File: config.mk
export PLATFORM = sky130hd
export DESIGN_NAME = mem_arbiter
export DESIGN_NICKNAME = d
export VERILOG_FILES = /design/src/rtl/mem_arbiter_pkg.sv /design/src/rtl/arb_grant_sel.sv /design/src/rtl/mem_arbiter.sv
export SDC_FILE = /design/constraint.sdc
export NUM_CORES = 1
export LEC_CHECK = 0
export CAP_MARGIN = 20
export CORE_ASPECT_RATIO = 0.8
export CORE_MARGIN = 2
export CORE_UTILIZATION = 40
export DETAILED_ROUTE_END_ITERATION = 8
export GPL_TIMING_DRIVEN = 0
export PLACE_DENSITY = 0.92
export SLEW_MARGIN = 40
export SYNTH_ARGS = -nofsm -noshare
export SYNTH_HDL_FRONTEND = slang
export SYNTH_HIERARCHICAL = 1
export SYNTH_SLANG_ARGS = --single-unit
File: constraint.sdc
create_clock -name clk -period 2.4 [get_ports clk]
set_input_delay 0.6 -clock clk [delete_from_list [all_inputs] [get_ports clk]]
set_output_delay 0.6 -clock clk [all_outputs]
set_load 0.01 [all_outputs]
File: src/rtl/mem_arbiter_pkg.sv
// Shared types for the CPU/DMA memory arbiter: FSM state encoding,
// grant IDs and the WAIT down-counter width.
package mem_arbiter_pkg;

  typedef enum logic [1:0] {
    S_IDLE  = 2'd0,
    S_ISSUE = 2'd1,
    S_WAIT  = 2'd2,
    S_DONE  = 2'd3
  } state_t;

  localparam logic GNT_CPU = 1'b0;
  localparam logic GNT_DMA = 1'b1;

  // holds MEM_LAT-1 for MEM_LAT in 1..4
  localparam int CNT_W = 3;

endpackage

File: src/rtl/arb_grant_sel.sv
// Winner select between CPU and DMA requests.
// in: cpu_req, dma_req, last_grant  out: grant (GNT_CPU/GNT_DMA)
module arb_grant_sel
  import mem_arbiter_pkg::*;
(
  input  logic cpu_req,
  input  logic dma_req,
  input  logic last_grant,
  output logic grant
);

  // On a tie the side not served last wins; a constant last_grant
  // of GNT_DMA turns this into fixed CPU priority.
  always_comb begin
    grant = GNT_CPU;
    unique case (1'b1)
      (cpu_req && dma_req):
        grant = (last_grant == GNT_CPU) ? GNT_DMA : GNT_CPU;
      (dma_req && !cpu_req):
        grant = GNT_DMA;
      default:
        grant = GNT_CPU;
    endcase
  end

endmodule

File: src/rtl/mem_arbiter.sv
// Two-master (CPU, DMA) arbiter onto one single-port memory.
// Ports: clk, reset (async, active-low); cpu_* / dma_* request side
// (req, we, addr, wdata in; rdata, ack out; cpu_stall out);
// mem_* memory side (en, we, addr, wdata out; rdata in).
// Macro MEM_ARB_RR_EN: round-robin on ties; undefined: CPU priority.
module mem_arbiter
  import mem_arbiter_pkg::*;
#(
  parameter int DW      = 32,
  parameter int AW      = 32,
  parameter int MEM_LAT = 1
) (
  input  logic          clk,
  input  logic          reset,
  input  logic          cpu_req,
  input  logic          cpu_we,
  input  logic [AW-1:0] cpu_addr,
  input  logic [DW-1:0] cpu_wdata,
  output logic [DW-1:0] cpu_rdata,
  output logic          cpu_ack,
  output logic          cpu_stall,
  input  logic          dma_req,
  input  logic          dma_we,
  input  logic [AW-1:0] dma_addr,
  input  logic [DW-1:0] dma_wdata,
  output logic [DW-1:0] dma_rdata,
  output logic          dma_ack,
  output logic          mem_en,
  output logic          mem_we,
  output logic [AW-1:0] mem_addr,
  output logic [DW-1:0] mem_wdata,
  input  logic [DW-1:0] mem_rdata
);

  state_t           state;
  state_t           state_nx;
  logic [CNT_W-1:0] cnt;
  logic             any_req;
  logic             gnt_sel;
  logic             gnt;
  logic             last_gnt;
  logic             lat_we;
  logic [AW-1:0]    lat_addr;
  logic [DW-1:0]    lat_wdata;
  logic [DW-1:0]    cpu_rd_q;
  logic [DW-1:0]    dma_rd_q;
  logic             rd_cap;

  assign any_req = cpu_req | dma_req;

  arb_grant_sel u_sel (
    .cpu_req    (cpu_req),
    .dma_req    (dma_req),
    .last_grant (last_gnt),
    .grant      (gnt_sel)
  );

`ifdef MEM_ARB_RR_EN
  always_ff @(posedge clk or negedge reset) begin
    if (!reset) begin
      last_gnt <= GNT_DMA;
    end else if (state == S_ISSUE) begin
      last_gnt <= gnt;
    end
  end
`else
  assign last_gnt = GNT_DMA;
`endif

  always_ff @(posedge clk or negedge reset) begin
    if (!reset) begin
      state <= S_IDLE;
    end else begin
      state <= state_nx;
    end
  end

  always_comb begin
    state_nx = state;
    unique case (state)
      S_IDLE:  if (any_req) state_nx = S_ISSUE;
      S_ISSUE: state_nx = S_WAIT;
      S_WAIT:  if (cnt == '0) state_nx = S_DONE;
      S_DONE:  state_nx = S_IDLE;
      default: state_nx = S_IDLE;
    endcase
  end

  // Inputs are sampled once; later changes are ignored.
  always_ff @(posedge clk or negedge reset) begin
    if (!reset) begin
      gnt       <= GNT_CPU;
      lat_we    <= 1'b0;
      lat_addr  <= '0;
      lat_wdata <= '0;
    end else if (state == S_IDLE && any_req) begin
      gnt <= gnt_sel;
      if (gnt_sel == GNT_CPU) begin
        lat_we    <= cpu_we;
        lat_addr  <= cpu_addr;
        lat_wdata <= cpu_wdata;
      end else begin
        lat_we    <= dma_we;
        lat_addr  <= dma_addr;
        lat_wdata <= dma_wdata;
      end
    end
  end

  // WAIT lasts MEM_LAT cycles: loaded in ISSUE, exits at zero.
  always_ff @(posedge clk or negedge reset) begin
    if (!reset) begin
      cnt <= '0;
    end else if (state == S_ISSUE) begin
      cnt <= CNT_W'(MEM_LAT - 1);
    end else if (state == S_WAIT && cnt != '0) begin
      cnt <= cnt - CNT_W'(1);
    end
  end

  assign rd_cap = (state == S_WAIT) && (cnt == '0) && !lat_we;

  always_ff @(posedge clk or negedge reset) begin
    if (!reset) begin
      cpu_rd_q <= '0;
      dma_rd_q <= '0;
    end else if (rd_cap) begin
      if (gnt == GNT_CPU) begin
        cpu_rd_q <= mem_rdata;
      end else begin
        dma_rd_q <= mem_rdata;
      end
    end
  end

  always_comb begin
    mem_en    = (state == S_ISSUE);
    mem_we    = (state == S_ISSUE) && lat_we;
    mem_addr  = lat_addr;
    mem_wdata = lat_wdata;
    cpu_ack   = (state == S_DONE) && (gnt == GNT_CPU);
    dma_ack   = (state == S_DONE) && (gnt == GNT_DMA);
    cpu_rdata = cpu_rd_q;
    dma_rdata = dma_rd_q;
    cpu_stall = cpu_req && !cpu_ack;
  end

endmodule

==> After elaboration in Yosys (flattened, before gate mapping) <==
Cells that the tools add are included.
{ "op_classes": {"n_lt_le_gt_ge": 0, "reduce_logical": 19, "shift": 0, "multipliers": 0, "mux": 9, "div_mod_pow": 0, "bitwise": 2, "n_eq_ne": 5, "n_addsub": 1} }
{ "ops": {"columns": ["cell", "count"], "rows": [
  ["2-to-1 mux 32 bit", 2],
  ["logical AND 1 bit", 9],
  ["one-hot mux 2 bit (4 select lines)", 1],
  ["2-to-1 mux 3 bit", 2],
  ["AND reduction 2 bit", 3],
  ["equality test 2 bit, second input constant", 2],
  ["2-to-1 mux 2 bit", 2],
  ["zero test 1 bit", 3],
  ["zero test 3 bit", 1],
  ["nonzero test 3 bit", 1],
  ["subtractor 3 x 1 -> 3 bit, second input constant", 1],
  ["equality test 2 x 1 -> 1 bit, second input constant", 1],
  ["zero test 2 bit", 1],
  ["2-to-1 mux 1 bit", 2],
  ["inequality test 2 x 1 -> 1 bit, second input constant", 1],
  ["inequality test 2 bit, second input constant", 1],
  ["nonzero test 2 bit", 1],
  ["NOT 1 bit", 1],
  ["bitwise OR 1 bit", 1]
]} }
{ "totals": {"in_bits": 166, "ram_bits": 0, "word_cells": 44, "n_memories": 0, "latch_bits": 0, "mem_bits_ro": 0, "register_bits": 135} }

==> Depth between registers and ports, before layout <==
Gate-level depths: netlist (run 1).
{ "logic_depth": {"depth_word": 4, "ltp_mapped": 7} }

==> Hierarchy <==
The synthesis (run 1) kept the hierarchy.
{ "by_module_without_submodules": {"columns": ["module", "area_per_inst_um2", "cells_each", "seq_area_each_um2", "instances"], "rows": [
  ["mem_arbiter", 5749.3, 459, 3378.2, 1],
  ["arb_grant_sel", 11.3, 1, 0.0, 1]
]} }

==> Worst setup path before layout (run 1) <==
Ideal clock, no wire load.
{ "synth_timing": {"path_type": "register -> register", "start": "register state[0]", "end": "register cpu_rd_q[10], in the netlist cpu_rdata[10]", "arrival_time_ps": 1748, "setup_ps": 125, "path_stages_with_launch": 7, "t_required_ps": 2275, "path_slack_ps": 527, "path_cell_list": "dfrtp_1 inv_1 ha_1 inv_2 nor4_4 buf_6 mux2_2"} }
{ "synth_via": {"elab_chain_cells": 4} }
{ "synth_lines": {"columns": ["item", "line_no", "source"], "rows": [
  ["start: declaration", "mem_arbiter.sv:35", "state_t state;"],
  ["start signal: assignment", "mem_arbiter.sv:74", "state <= state_nx;"],
  ["equality test 2 bit", "mem_arbiter.sv:121", "assign rd_cap = (state == S_WAIT) && (cnt == '0) && !lat_we;"],
  ["logical AND 1 bit (2 in series)", "mem_arbiter.sv:121", null],
  ["AND reduction 2 bit (no source line)", null, null],
  ["end signal: assignment", "mem_arbiter.sv:129", "cpu_rd_q <= mem_rdata;"],
  ["end: declaration", "mem_arbiter.sv:45", "logic [DW-1:0] cpu_rd_q;"]
]} }
Every way passes these cells.
A chain may end at the register's enable or synchronous reset.

==> Final worst setup path (run 1) <==
{ "layout_timing": {"start": "register state[0]", "end": "output dma_ack"} }
{ "layout_via": {"elab_chain_cells": 2} }
{ "layout_lines": {"columns": ["item", "line_no", "source"], "rows": [
  ["equality test 2 bit", "mem_arbiter.sv:142", "dma_ack = (state == S_DONE) && (gnt == GNT_DMA);"],
  ["logical AND 1 bit", "mem_arbiter.sv:142", null],
  ["end: declaration", "mem_arbiter.sv:27", "output logic dma_ack,"]
]} }
Every way passes these cells.

==> results of run 1 <==
registers in the layout (all words and copies together), names as in the netlist:
register and flops:
dma_rdata 32, lat_we 1, gnt 1, mem_addr 32, state 2, cnt 3, mem_wdata 32, cpu_rdata 32
power groups by stage:
| stage | logic (mW) | registers [mW] | clock network (mW) |
|---|---|---|---|
| finish | 5.34 | 4.05 | 2.77 |
| global route | 5.73 | 4.18 | 2.94 |
| floorplan | 1.71 | 4.50 | 0 |
| CTS | 5.39 | 4.05 | 2.83 |
| detailed placement | 5.36 | 4.06 | 0 |
| global placement | 5.22 | 3.99 | 0 |
metal layers:
metal	up-vias	part of all wire [%]	GRT usage, %
li1	2242	-	-
met1	2260	40	25.7
met2	212	51	39.3
met3	35	6.5	6.88
met4	0	2.4	9.18
met5	-	0	0
placed cells by master (no fill, tap or decap), types with 4 or more instances in the layout:
master / instances
clkbuf_16: 17
dfrtp_1: 134
ha_1: 6
o21ai_0: 67
mux2i_1: 65
mux2_2: 64
buf_2: 15
clkbuf_1: 9
nand2_1: 65
bufinv_16: 4
clkinv_4: 4
clkdlybuf4s50_1: 294
critical path, cell delays in order, from the launching register on:
cell	delay, ps
dfrtp_2	440
ha_1	210
and2_1	150
clkdlybuf4s50_1	500
area by class of cell:
type | instances | area (sq um)
timing repair buffer | 299 | 3020
multi-input combinational | 292 | 2230
clock inverter | 13 | 194
tap | 184 | 230
buffer | 28 | 148
sequential | 135 | 3380
inverter | 5 | 18.8
clock buffer | 18 | 439
fill | 1066 | 4540
final timing paths:
kind / cells past startpoint / from / slack (ps) / to
max reg2reg: 6 / state[0] / 180 / cpu_rdata[3]
min in group clk: 2 / mem_wdata[28] / 470 / mem_wdata[28]
min reg2reg: 2 / mem_wdata[28] / 470 / mem_wdata[28]
max in group asynchronous: 2 / reset / 1560 / mem_addr[26]
min: 1 / reset / 110 / cpu_rdata[25]
max: 3 / state[0] / 90 / dma_ack
cell families (layout without fill, tap and decap cells):
family	Yosys count	after routing	share of synthesized area, %
compound gates	74	74	6.67
mux	131	131	24.2
fa+ha+maj	7	7	1.52
other cells	1	1	0.0651
simple gates	79	79	6.04
flops	135	135	58.6
buf+inv	33	363	2.87
per-stage QoR:
step                utilization [%]  instances  worst slack [ps]
floorplan                         -        460               527
global placement               63.2        942             -4590
detailed placement             63.4        943              -584
CTS                            67.9        974             -86.4
global route                   68.0        974              14.5
finish                         68.0        974              89.2
what timing repair did:
action / 4_1_cts / 5_1_grt
resized for setup: 3 / 7
endpoints found under the setup margin: 42 / 11
endpoints found under the hold margin: 0 / 0
pin swaps: 0 / 0
==> impl_metrics.tcl, run 1 <==
set metrics [dict create \
    status "completed" \
    hold-worst-slack_ps 112 \
    nets 951 \
    power_switching_mw 3.87 \
    crit_type "reg -> out" \
    syn_area_per_cell_sq_um 12.5 \
    dpl_cell_area_sq_um 9010 \
    antennaDiodeCount 0 \
    gp_congestion 0.795 \
    cts_num_sinks 135 \
    synth_cell_types 27 \
    p_int_mw 8.28 \
    grt_max_degree 75 \
    fin_crit_ps 2310 \
    max_slew_margin_pct 42.8 \
    powerDensity_nw_per_um2 1260 \
    cts_tree "built" \
    tightestPinTransition_ps 858 \
    vias 4749 \
    hold_violations 0 \
    fmax_mhz 433 \
    seqPwrFrac_pct 33.3 \
    rsz0062_at_grt "false" \
    synthFlopType "dfrtp_1" \
    ir_drop_v 0.000911 \
    wl_per_cell_um 17.3 \
    cts_setup_buffers 0 \
    arrival_ps 1710 \
    initial_core_util_pct 40.6 \
    drive_gt1_share_pct 15.4 \
    clk_latency_ps 410 \
    die_y_um 111 \
    syn-num-nets 633 \
    cap_violations 0 \
    drcViolationCount 0 \
    crit_path_end_kind "output port" \
    cp-start-kind "register" \
    antenna_found_initial 0 \
    synth-edff-count 0 \
    num_rows 39 \
    skew_ps 5.77 \
    netlist.area_leader.share_pct 58.6 \
    hpwl_um 13000 \
    maxSlewViolCount 0 \
    hold_class "in -> async" \
    synth_top_area_cell "dfrtp_1" \
    ys_seq_area_share_pct 58.6 \
    p_clk_share_pct 22.8 \
    grtUsageTotal_pct 22.4 \
    vias_per_cell 4.88 \
    synth_most_common_cell "dfrtp_1" \
    ys_ff_latch 135 \
    core_area_sq_um 14200 \
    cts_inserted_buffers 17 \
    clk_pin_slew_ps 60 \
    ys_warn_count 6 \
    clock-root-buffer "clkbuf_16" \
    design_area_sq_um 9660 \
    gr-total-overflow 0 \
    async_reset_ff_share_pct 100 \
    fin_tns_setup_ps 0 \
    power.leakage_nw 4.18 \
    synth_area_sq_um 5760 \
    netlist_top_cells_count "dfrtp_1, o21ai_0, mux2i_1, nand2_1, mux2_2" \
    cts_max_level 4 \
    synthTopCellsByArea "dfrtp_1, mux2_2, mux2i_1" \
    die_w_um 138 \
    pwr-share-comb_pct 43.9 \
    die_area_sq_um 15400 \
    crit_required_ps 1800 \
    dr.pass1.iters 4 \
    first_global_vias 5054 \
    total_power_mw 12.2 \
    period_share_pct 96.3 \
    area_growth_pct 67.7 \
    setup_violations 0 \
    routed_wl_um 16900 \
    ant_nets 0 \
    portBuffers 298 \
    dr.first_iter.drc_count 208 \
    holdBufCountCts 0 \
    synthCells 460 \
    netSwitchingFraction_pct 31.9 \
    grt_pass1_wl_um 27000 \
    max-clock-path-buffers 2 \
    crit_path_max_fanout 4 \
    pin_count 299 \
]
Note: power is estimated with default switching activity, not from simulation.
==> inputs of run 2 (changes only) <==
Settings changed: REMOVE_ABC_BUFFERS set to 1.
==> run 2 against run 1 <==
Net effect:
- global-route usage decreased by 1.2 points
- critical endpoint unchanged
- highest routed layer unchanged
- hold slack improved by 5.7 ps
- largest cell class unchanged
- critical path type unchanged
- critical path depth unchanged
==> impl_metrics.tcl, run 2 (synthesis gave the netlist of run 1 again) <==
set metrics [dict create \
    power.leakage_nw 4.24 \
    dr.first_iter.drc_count 171 \
    wl_per_cell_um 16.4 \
    fin_crit_ps 2280 \
    seqPwrFrac_pct 33.4 \
    powerDensity_nw_per_um2 1230 \
    cts_max_level 4 \
    period_share_pct 95.1 \
    hold-worst-slack_ps 117 \
    p_clk_share_pct 21.5 \
    max_slew_margin_pct 63.6 \
    arrival_ps 1680 \
    crit_path_max_fanout 4 \
    grt_pass1_wl_um 25500 \
    clock-root-buffer "clkbuf_16" \
    die_y_um 111 \
    ant_nets 0 \
    hold_class "in -> async" \
    crit_type "reg -> out" \
    area_growth_pct 69.7 \
    total_power_mw 12.1 \
    cpPeakStageDelay_ps 550 \
    cts_inserted_buffers 17 \
    power_switching_mw 3.83 \
    core_area_sq_um 14200 \
    portBuffers 298 \
    layout_commonest_cell "clkdlybuf4s50_1" \
    dpl_cell_area_sq_um 9090 \
    pre_cts_slack_ps -447 \
    hpwl_um 12000 \
    cap_violations 0 \
    first_global_vias 4794 \
    max-clock-path-buffers 2 \
    p_int_mw 8.24 \
    dr.pass1.iters 4 \
    crit_path_end_kind "output port" \
    vias_per_cell 4.84 \
    fmax_mhz 438 \
    multi_input_area_sq_um 2260 \
    netSwitchingFraction_pct 31.7 \
    holdBufCountCts 0 \
    worst_slack_ps 117 \
    gr-total-overflow 0 \
    gp_congestion 0.770 \
    rsz0062_at_grt "false" \
    die_area_sq_um 15400 \
    cts_tree "built" \
    cp_cell_sequence "ha_1 -> and2_1 -> clkdlybuf4s50_1" \
    cts_num_sinks 135 \
    vias 4695 \
    maxSlewViolCount 0 \
    tightestPinTransition_ps 546 \
    design_area_sq_um 9770 \
    ir_drop_v 0.000783 \
    num_rows 39 \
    clk_pin_slew_ps 60 \
    pin_count 299 \
    nets 949 \
    grtUsageTotal_pct 21.2 \
    mostFrequentLayoutCells "clkdlybuf4s50_1, dfrtp_1, o21ai_0, mux2i_1, nand2_1" \
    grt_max_degree 74 \
    fillCellCount 1002 \
    register_area_sq_um 3380 \
    antennaDiodeCount 0 \
    antenna_found_initial 0 \
    die_w_um 138 \
    status "completed" \
    cp-start-kind "register" \
    drive_gt1_share_pct 16.3 \
    setup_violations 0 \
    hold_violations 0 \
    skew_ps 7.10 \
    clk_latency_ps 410 \
    slowest_stage "clkdlybuf4s50_1" \
    initial_core_util_pct 40.6 \
    crit_required_ps 1800 \
    drcViolationCount 0 \
    routed_wl_um 15900 \
    pwr-share-comb_pct 45.1 \
]
run 2: changes by cell type in the layout (fill, tap and decap cells not counted), moves of 2 or more:
cell	previous run	this run
clkinv_4	4	1
clkinvlp_4	0	2
buf_2	15	0
buf_8	1	9
buf_4	0	14
clkbuf_8	1	4
clkbuf_1	9	0
bufinv_16	4	2
run 2: routing by layer:
layer	wire length, um	up-vias	share of wire [%]	GRT usage [%]
met2	8100	207	51	36.5
met1	6500	2231	41	25.9
met5	0	-	0	0
li1	-	2232	-	-
met4	378	0	2.4	7.96
met3	955	25	6.0	5.51
run 2: power by group through the flow:
| stage | Sequential [mW] | Combinational (mW) | Clock, mW |
|---|---|---|---|
| 3_5_place_dp | 4.05 | 5.40 | 0 |
| 4_1_cts | 4.03 | 5.49 | 2.65 |
| 6_report | 4.03 | 5.45 | 2.60 |
| 3_3_place_gp | 3.96 | 5.02 | 0 |
| 5_1_grt | 4.18 | 5.82 | 2.76 |
| 2_1_floorplan | 4.51 | 1.67 | 0 |
run 2: final timing paths:
| check | slack [ps] | start | endpoint | cells after the start |
|---|---|---|---|---|
| min in group clk | 480 | mem_wdata[0] | mem_wdata[0] | 2 |
| min reg2reg | 480 | mem_wdata[0] | mem_wdata[0] | 2 |
| min | 120 | reset | mem_addr[30] | 1 |
| max reg2reg | 170 | cnt[0] | cpu_rdata[7] | 8 |
| max | 120 | state[1] | dma_ack | 3 |
| max in group asynchronous | 1540 | reset | dma_rdata[13] | 2 |
run 2: worst max-delay path, delay by kind of cell (launching register included):
kind	cells	cell delay, ps
flip-flops	1	410
buffers and inverters	1	550
adder cells (fa/ha/maj)	1	190
AND/OR/NAND/NOR	1	120
run 2: repair_timing:
action                                 in CTS  in global routing
gates resized for setup                     5                  2
setup endpoints to repair                  22                 16
gates cloned                                0                  1
pin swaps                                   1                  1
buffers inserted                            3                  6
endpoints found under the hold margin       0                  0
run 2: area by class of cell:
| class | instances | area share, % |
|---|---|---|
| clock inverters | 9 | 1.18 |
| inverters | 5 | 0.192 |
| flip-flops and latches | 135 | 34.6 |
| multi-input cells | 293 | 23.1 |
| clock buffers | 21 | 4.92 |
| repair buffers | 324 | 33.7 |
| well taps | 184 | 2.36 |
run 2: metrics by stage:
stage	cells	TNS, ps	util, %
global placement	914	-1215220	62.2
finish	971	0	68.8
CTS	964	0	68.4
global route	971	0	68.8
detailed placement	931	-11970	64.0
floorplan	432	-329870	-
